**src/rtl/shift_register_256_ctrl_if.sv**
```systemverilog
// -----------------------------------------------------------------------------
// shift_register_256_ctrl_if
//
// Host-side bundle for the shift-register sequencer.
// It groups the command strobe, the status flags, and the two byte-wide
// valid/ready streams.
//
// Signals:
//   start, op, dir, abort  command strobe, opcode (0 LOAD / 1 READ),
//                          shift direction and cancel request
//   busy, done             sequencer status; done is a one-cycle pulse
//   in_data/in_valid/in_ready     load byte stream (host -> sequencer)
//   out_data/out_valid/out_ready  readback byte stream (sequencer -> host)
//
// Modports:
//   master  host / bus logic side
//   slave   sequencer side
// -----------------------------------------------------------------------------
interface shift_register_256_ctrl_if;

   logic       start;
   logic       op;
   logic       dir;
   logic       abort;
   logic       busy;
   logic       done;

   logic [7:0] in_data;
   logic       in_valid;
   logic       in_ready;

   logic [7:0] out_data;
   logic       out_valid;
   logic       out_ready;

   modport master (
      output start, op, dir, abort,
      output in_data, in_valid,
      output out_ready,
      input  busy, done,
      input  in_ready,
      input  out_data, out_valid
   );

   modport slave (
      input  start, op, dir, abort,
      input  in_data, in_valid,
      input  out_ready,
      output busy, done,
      output in_ready,
      output out_data, out_valid
   );

endinterface : shift_register_256_ctrl_if

```
**src/rtl/shift_register_256_ctrl.sv**
```systemverilog
// -----------------------------------------------------------------------------
// shift_register_256_ctrl
//
// Sequencer that owns the control pins of a LEN-bit serial-in/serial-out
// shift register.
//   LOAD: bytes taken from the input stream are shifted in LSB first,
//         8 register clocks per byte.
//   READ: the frame is shifted out and packed into bytes on the output
//         stream. The bit leaving dout is fed straight back into din, so a
//         complete READ rotates the register by LEN bits and leaves its
//         contents intact.
//
// Ports:
//   clk           system clock, rising edge
//   rst_n         asynchronous active-low reset
//   bus           host bundle (slave modport): start/op/dir/abort,
//                 busy/done, in_* load stream, out_* readback stream
//   sr_en         shift enable to the register
//   sr_din        serial data to the register
//   sr_shift_dir  direction to the register (0 = left, 1 = right)
//   sr_dout       serial data from the register
//
// Parameters:
//   LEN    frame length in bits; a multiple of 8 and at least 8
//   CNT_W  bit-counter width; 2**CNT_W must exceed LEN
// -----------------------------------------------------------------------------
module shift_register_256_ctrl #(
   parameter int LEN   = 256,
   parameter int CNT_W = 9
) (
   input  logic                      clk,
   input  logic                      rst_n,
   shift_register_256_ctrl_if.slave  bus,
   output logic                      sr_en,
   output logic                      sr_din,
   output logic                      sr_shift_dir,
   input  logic                      sr_dout
);

   typedef enum logic [2:0] {
      IDLE       = 3'd0,
      LOAD_WAIT  = 3'd1,
      LOAD_SHIFT = 3'd2,
      READ_SHIFT = 3'd3,
      READ_HOLD  = 3'd4,
      DONE       = 3'd5
   } state_t;

   localparam logic [CNT_W-1:0] LEN_C = CNT_W'(LEN);
   localparam logic [CNT_W-1:0] ONE_C = CNT_W'(1);

   state_t           state_q, state_d;
   logic [CNT_W-1:0] cnt_q, cnt_d;
   logic [CNT_W-1:0] cnt_inc;
   logic [7:0]       in_buf_q, in_buf_d;
   logic [7:0]       out_buf_q, out_buf_d;
   logic             dir_q, dir_d;
   logic             last_bit;

   // Registered outputs, all decoded from the next state so that they
   // change on the same edge as the state itself.
   logic             busy_q;
   logic             done_q;
   logic             in_ready_q;
   logic             out_valid_q;
   logic             sr_en_q;

   assign cnt_inc  = cnt_q + ONE_C;
   // The counter is a multiple of 8 at every byte boundary, so its low
   // three bits tell us when the current shift is the eighth of the byte.
   assign last_bit = (cnt_q[2:0] == 3'd7);

   // -------------------------------------------------------------------------
   // Next-state logic
   // -------------------------------------------------------------------------
   always_comb begin
      state_d   = state_q;
      cnt_d     = cnt_q;
      in_buf_d  = in_buf_q;
      out_buf_d = out_buf_q;
      dir_d     = dir_q;

      case (state_q)
         IDLE: begin
            if (bus.start) begin
               dir_d   = bus.dir;
               cnt_d   = '0;
               state_d = bus.op ? READ_SHIFT : LOAD_WAIT;
            end
         end

         LOAD_WAIT: begin
            if (bus.in_valid && in_ready_q) begin
               in_buf_d = bus.in_data;
               state_d  = LOAD_SHIFT;
            end
         end

         LOAD_SHIFT: begin
            // sr_din presents in_buf_q[0]; shifting right exposes the next
            // bit for the following register clock.
            in_buf_d = {1'b0, in_buf_q[7:1]};
            cnt_d    = cnt_inc;
            if (last_bit) begin
               state_d = (cnt_inc == LEN_C) ? DONE : LOAD_WAIT;
            end
         end

         READ_SHIFT: begin
            // sr_dout is sampled on the same edge that shifts the register,
            // so the captured bit is the one leaving before that shift.
            out_buf_d = {sr_dout, out_buf_q[7:1]};
            cnt_d     = cnt_inc;
            if (last_bit) begin
               state_d = READ_HOLD;
            end
         end

         READ_HOLD: begin
            if (bus.out_ready && out_valid_q) begin
               state_d = (cnt_q == LEN_C) ? DONE : READ_SHIFT;
            end
         end

         DONE: begin
            state_d = IDLE;
         end

         default: begin
            state_d = IDLE;
         end
      endcase

      // Cancel wins over every other transition; the register keeps its
      // partial contents and no done pulse is produced.
      if (bus.abort && (state_q != IDLE)) begin
         state_d = IDLE;
      end
   end

   // -------------------------------------------------------------------------
   // State, counter, direction and registered outputs
   // -------------------------------------------------------------------------
   always_ff @(posedge clk or negedge rst_n) begin
      if (!rst_n) begin
         state_q     <= IDLE;
         cnt_q       <= '0;
         out_buf_q   <= '0;
         dir_q       <= 1'b0;
         busy_q      <= 1'b0;
         done_q      <= 1'b0;
         in_ready_q  <= 1'b0;
         out_valid_q <= 1'b0;
         sr_en_q     <= 1'b0;
      end else begin
         state_q     <= state_d;
         cnt_q       <= cnt_d;
         out_buf_q   <= out_buf_d;
         dir_q       <= dir_d;
         busy_q      <= (state_d != IDLE);
         done_q      <= (state_d == DONE);
         in_ready_q  <= (state_d == LOAD_WAIT);
         out_valid_q <= (state_d == READ_HOLD);
         sr_en_q     <= (state_d == LOAD_SHIFT) || (state_d == READ_SHIFT);
      end
   end

   // Load byte buffer: pure data, only meaningful after a transfer.
   always_ff @(posedge clk) begin
      in_buf_q <= in_buf_d;
   end

   // -------------------------------------------------------------------------
   // Output drive
   // -------------------------------------------------------------------------
   // sr_din is combinational: the buffered load bit while loading, the
   // recirculated dout while reading, and 0 otherwise.
   always_comb begin
      sr_din = 1'b0;
      if (state_q == LOAD_SHIFT) begin
         sr_din = in_buf_q[0];
      end else if (state_q == READ_SHIFT) begin
         sr_din = sr_dout;
      end
   end

   assign sr_en         = sr_en_q;
   assign sr_shift_dir  = dir_q;

   assign bus.busy      = busy_q;
   assign bus.done      = done_q;
   assign bus.in_ready  = in_ready_q;
   assign bus.out_valid = out_valid_q;
   assign bus.out_data  = out_buf_q;

endmodule : shift_register_256_ctrl

```
**src/flat_wrapper.sv**
```systemverilog
// flat-port wrapper written by rule: the top's interface ports become plain ports
module shift_register_256_ctrl_flat 
#(
   parameter int LEN   = 256,
   parameter int CNT_W = 9
)
  (clk, rst_n, sr_en, sr_din, sr_shift_dir, sr_dout, bus_start, bus_op, bus_dir, bus_abort, bus_in_data, bus_in_valid, bus_out_ready, bus_busy, bus_done, bus_in_ready, bus_out_data, bus_out_valid);
  shift_register_256_ctrl_if bus_i ();
  input  logic clk;
  input  logic rst_n;
  output logic sr_en;
  output logic sr_din;
  output logic sr_shift_dir;
  input  logic sr_dout;
  input wire logic [$bits(bus_i.start)-1:0] bus_start;
  input wire logic [$bits(bus_i.op)-1:0] bus_op;
  input wire logic [$bits(bus_i.dir)-1:0] bus_dir;
  input wire logic [$bits(bus_i.abort)-1:0] bus_abort;
  input wire logic [$bits(bus_i.in_data)-1:0] bus_in_data;
  input wire logic [$bits(bus_i.in_valid)-1:0] bus_in_valid;
  input wire logic [$bits(bus_i.out_ready)-1:0] bus_out_ready;
  output wire logic [$bits(bus_i.busy)-1:0] bus_busy;
  output wire logic [$bits(bus_i.done)-1:0] bus_done;
  output wire logic [$bits(bus_i.in_ready)-1:0] bus_in_ready;
  output wire logic [$bits(bus_i.out_data)-1:0] bus_out_data;
  output wire logic [$bits(bus_i.out_valid)-1:0] bus_out_valid;
  assign bus_i.start = bus_start;
  assign bus_i.op = bus_op;
  assign bus_i.dir = bus_dir;
  assign bus_i.abort = bus_abort;
  assign bus_i.in_data = bus_in_data;
  assign bus_i.in_valid = bus_in_valid;
  assign bus_i.out_ready = bus_out_ready;
  assign bus_busy = bus_i.busy;
  assign bus_done = bus_i.done;
  assign bus_in_ready = bus_i.in_ready;
  assign bus_out_data = bus_i.out_data;
  assign bus_out_valid = bus_i.out_valid;
  shift_register_256_ctrl #(.LEN(LEN), .CNT_W(CNT_W)) u_core (.clk(clk), .rst_n(rst_n), .bus(bus_i), .sr_en(sr_en), .sr_din(sr_din), .sr_shift_dir(sr_shift_dir), .sr_dout(sr_dout));
endmodule
```
**config.mk**
```make
export PLATFORM = sky130hd
export DESIGN_NAME = shift_register_256_ctrl_flat
export DESIGN_NICKNAME = d
export VERILOG_FILES = /design/src/rtl/shift_register_256_ctrl_if.sv /design/src/rtl/shift_register_256_ctrl.sv /design/src/flat_wrapper.sv
export SDC_FILE = /design/constraint.sdc
export NUM_CORES = 1
export LEC_CHECK = 0
export ABC_AREA = 1
export BUFFER_PORTS_ARGS = -buffer_cell sky130_fd_sc_hd__buf_2
export CORE_ASPECT_RATIO = 0.7
export CORE_MARGIN = 10
export CORE_UTILIZATION = 40
export CTS_BUF_LIST = sky130_fd_sc_hd__clkbuf_16
export DETAILED_ROUTE_END_ITERATION = 10
export SETUP_SLACK_MARGIN = 0.05
export SLEW_MARGIN = 30
export SYNTH_ARGS = -nofsm -noshare
export SYNTH_HDL_FRONTEND = slang
export SYNTH_SLANG_ARGS = --single-unit
```
**constraint.sdc**
```tcl
create_clock -name clk -period 4.1 [get_ports clk]
set_input_delay 0.205 -clock clk [delete_from_list [all_inputs] [get_ports clk]]
set_output_delay 0.205 -clock clk [all_outputs]
set_load 0.01 [all_outputs]
```
==> results.sh <==
export IMPL_synth_adder_area_share_pct=2.87
export IMPL_synth_xor_area_share_pct=0.501
export IMPL_critPathRequiredTime_ns=4.31
export IMPL_wl_per_cell_um=12.3
export IMPL_worst_setup_path_end_kind="flop"
export IMPL_clk_pin_slew_ns=0.05
export IMPL_fp_dieW_um=99.0
export IMPL_synth_edf_count=8
export IMPL_min_path_type="primary input to flop"
export IMPL_grt_max_degree=27
export IMPL_synthCells=202
export IMPL_setup_violations=0
export IMPL_rows=20
export IMPL_power_density_mw_per_mm2=641
export IMPL_rsz0062_at_grt="false"
export IMPL_critPathKind="flop to flop"
export IMPL_seq_power_share_pct=39.3
export IMPL_num_vias=1331
export IMPL_dpl_instance_area_mm2=0.00196
export IMPL_swShare_pct=36.5
export IMPL_n_antenna_cell=0
export IMPL_synth_top_cell_by_area="dfrtp_1"
export IMPL_yosysMostFrequentCell="nand2_1"
export IMPL_cts_buffers=5
export IMPL_avgSynthCellArea_um2=8.65
export IMPL_layout_nets=261
export IMPL_finalHoldViolCount=0
export IMPL_first_global_vias=1296
export IMPL_clock_power_share_pct=25.7
export IMPL_area_growth_syn_to_layout_pct=20.6
export IMPL_relSlewSlack_pct=61.1
export IMPL_r2r_end="u_core.bus.out_valid"
export IMPL_ys_ff_latch=34
export IMPL_start_util_pct=40.8
export IMPL_postCtsSetupRepairBufs=0
export IMPL_worstSetupStartpoint="u_core.cnt_q[0]"
export IMPL_grt_pass1_wl_um=6090
export IMPL_nFillCells=408
export IMPL_synth_cell_area_mm2=0.00175
export IMPL_worst_setup_path_start_kind="flop"
export IMPL_synth_commonest_cells="62 x nand2_1, 26 x dfrtp_1, 26 x inv_1"
export IMPL_power_leakage_uw=0.00107
export IMPL_first_pass_iters=4
export IMPL_synth_cell_types=26
export IMPL_yosys_warnings=0
export IMPL_r2r_start="u_core.cnt_q[0]"
export IMPL_synth_top_family_by_area="simple AND/OR/NAND/NOR gates"
export IMPL_synth_main_ff_cell="dfrtp_1"
export IMPL_stdcell_area_mm2=0.00211
export IMPL_finalCriticalPeriod_ns=1.83
export IMPL_r2r_slack_ns=2.27
export IMPL_overflow=0
export IMPL_root_buffer="clkbuf_16"
export IMPL_antenna_found_initial=0
export IMPL_cts_tree="done"
export IMPL_cts_sinks=34
export IMPL_switchingPower_uw=493
export IMPL_yosys_area_top_type_share_pct=37.2
export IMPL_die_y_um=75.3
export IMPL_ir_drop_uv=281
export IMPL_io_pins=32
export IMPL_tightest_slew_ns=0.583
export IMPL_drv_cap=0
export IMPL_io_buffers=31
export IMPL_synthMuxAreaShare_pct=5.16
export IMPL_synth_compound_area_share_pct=6.88
export IMPL_fin_worst_skew_ns=0.00508
export IMPL_first_iter_violations=108
export IMPL_fmax_mhz=545
export IMPL_slew_violations=0
export IMPL_p_int_uw=859
export IMPL_worst_path_max_fanout=4
export IMPL_worst_r2r_path_depth=13
export IMPL_synth_area_leaders="dfrtp_1 37%, edfxtp_1 14%, nand2_1 13%, inv_1 5.6%, mux2_2 5.2%"
export IMPL_insertion_delay_ns=0.28
export IMPL_clk_path_buf_depth=2
export IMPL_dpl_hpwl_um=2840
export IMPL_via_per_inst=4.50
export IMPL_setup_tns_ns=0
export IMPL_ys_seq_area_share_pct=51.0
export IMPL_finalCritPeriodShare_pct=44.7
export IMPL_place_congestion=0.899
export IMPL_timing_hold_ws_ns=0.156
export IMPL_outcome="finished clean"
export IMPL_syn_nets=223
export IMPL_postRouteAntennaNets=0
export IMPL_htree_levels=2
export IMPL_ys_async_sr_fraction_pct=76.5
export IMPL_globalRouteTotalUtil_pct=10.4
export IMPL_cp_endpoint="u_core.bus.out_valid"
export IMPL_synthSimpleGateAreaFrac_pct=26.1
export IMPL_core_mm2=0.00428
export IMPL_remaining_drc_errors=0
export IMPL_drive_gt1_share_pct=24.9
export IMPL_dieArea_mm2=0.00745
export IMPL_power_frac_comb_pct=35.0
export IMPL_wl_um=3650
export IMPL_arrival_ns=2.04
## metal layers
layer	GRT usage (%)	wire, um	vias up
li1	-	-	721
met1	13.5	1900	576
met2	14.3	1440	28
met3	4.95	271	6
met4	4.75	47	0
met5	0	0	-
## cells by family after synthesis
logic type      count (synthesis)
flops                          34
fa+ha+maj                       4
simple gates                  102
xor+xnor                        1
mux                             8
buf+inv                        32
compound gates                 21
## worst max-delay path: stages, from the launching register on
cell and delay (ns):
dfrtp_1 0.40, ha_1 0.24, ha_1 0.28, inv_1 0.07
nand2_1 0.05, nor2_1 0.09, nand3_1 0.09, nor2_1 0.09
nand3_1 0.08, nand2_1 0.06, nand2_1 0.06, nand2_2 0.08
nand2_1 0.09, nor2_1 0.09
## cell usage in the layout, fill, tap and decap left out, drive strengths merged
cell	netlist	final
buf	1	31
clkbuf	0	5
dlygate4sd3	0	1
nor4	1	1
nand2	65	65
a21oi	1	1
ha	4	4
xor2	1	1
clkinv	0	2
nor3	2	2
o22ai	2	2
dfrtp	26	26
o21bai	2	2
nand4	3	3
mux2	8	8
inv	31	32
o21ai	16	16
nand3	8	8
nor2	23	23
edfxtp	8	8
## metrics by stage
step                total power [uW]  worst slack (ns)  util [%]  cells
floorplan                        863              2.44         -    202
global placement                1010              2.36      45.8    287
detailed placement              1020              2.28      45.8    287
CTS                             1370              2.27      49.2    296
global route                    1460              2.08      49.2    296
finish                          1350              2.27      49.2    296
## final cells by class
type / count / area [um2] / share of cell area [%]
inverter: 31 / 119 / 5.64
tap: 55 / 68.8 / 3.27
clock buffer: 5 / 125 / 5.94
timing repair buffer: 32 / 165 / 7.84
clock inverter: 3 / 12.5 / 0.594
sequential: 34 / 891 / 42.3
multi-input combinational: 136 / 726 / 34.4
## state kept, by name (all words and copies together), names as in the netlist
signal / count
u_core.bus.in_ready: 1
u_core.bus.out_data: 8
u_core.bus.busy: 1
u_core.cnt_q: 9
u_core.in_buf_q: 8
u_core.state_q: 3
u_core.bus.out_valid: 1
u_core.sr_shift_dir: 1
u_core.sr_en: 1
u_core.bus.done: 1
## power groups by stage
stage | clock network [uW] | registers, uW | logic (uW)
final | 348 | 531 | 472
after global routing | 373 | 545 | 544
after CTS | 356 | 532 | 482
after detailed placement | 0 | 536 | 479
after global placement | 0 | 533 | 480
after floorplan | 0 | 550 | 313
## worst min-delay path by stage
stage / depth (start not counted) / to / start / slack (ns)
after global placement: 1 / u_core.cnt_q[1] / rst_n / 0.24
after detailed placement: 1 / u_core.cnt_q[0] / rst_n / 0.25
after CTS: 3 / u_core.bus.out_data[7] / sr_dout / 0.16
final: 3 / u_core.bus.out_data[7] / sr_dout / 0.16
after floorplan: 0 / u_core.bus.busy / rst_n / -0.09
after global routing: 3 / u_core.bus.out_data[7] / sr_dout / 0.18
## what timing repair did
| item | in CTS | in global routing |
|---|---|---|
| hold endpoints to repair | 26 | 0 |
| hold buffers | 1 | 0 |
| gates resized for setup | 0 | 0 |
(Power assumes the default switching activity.)
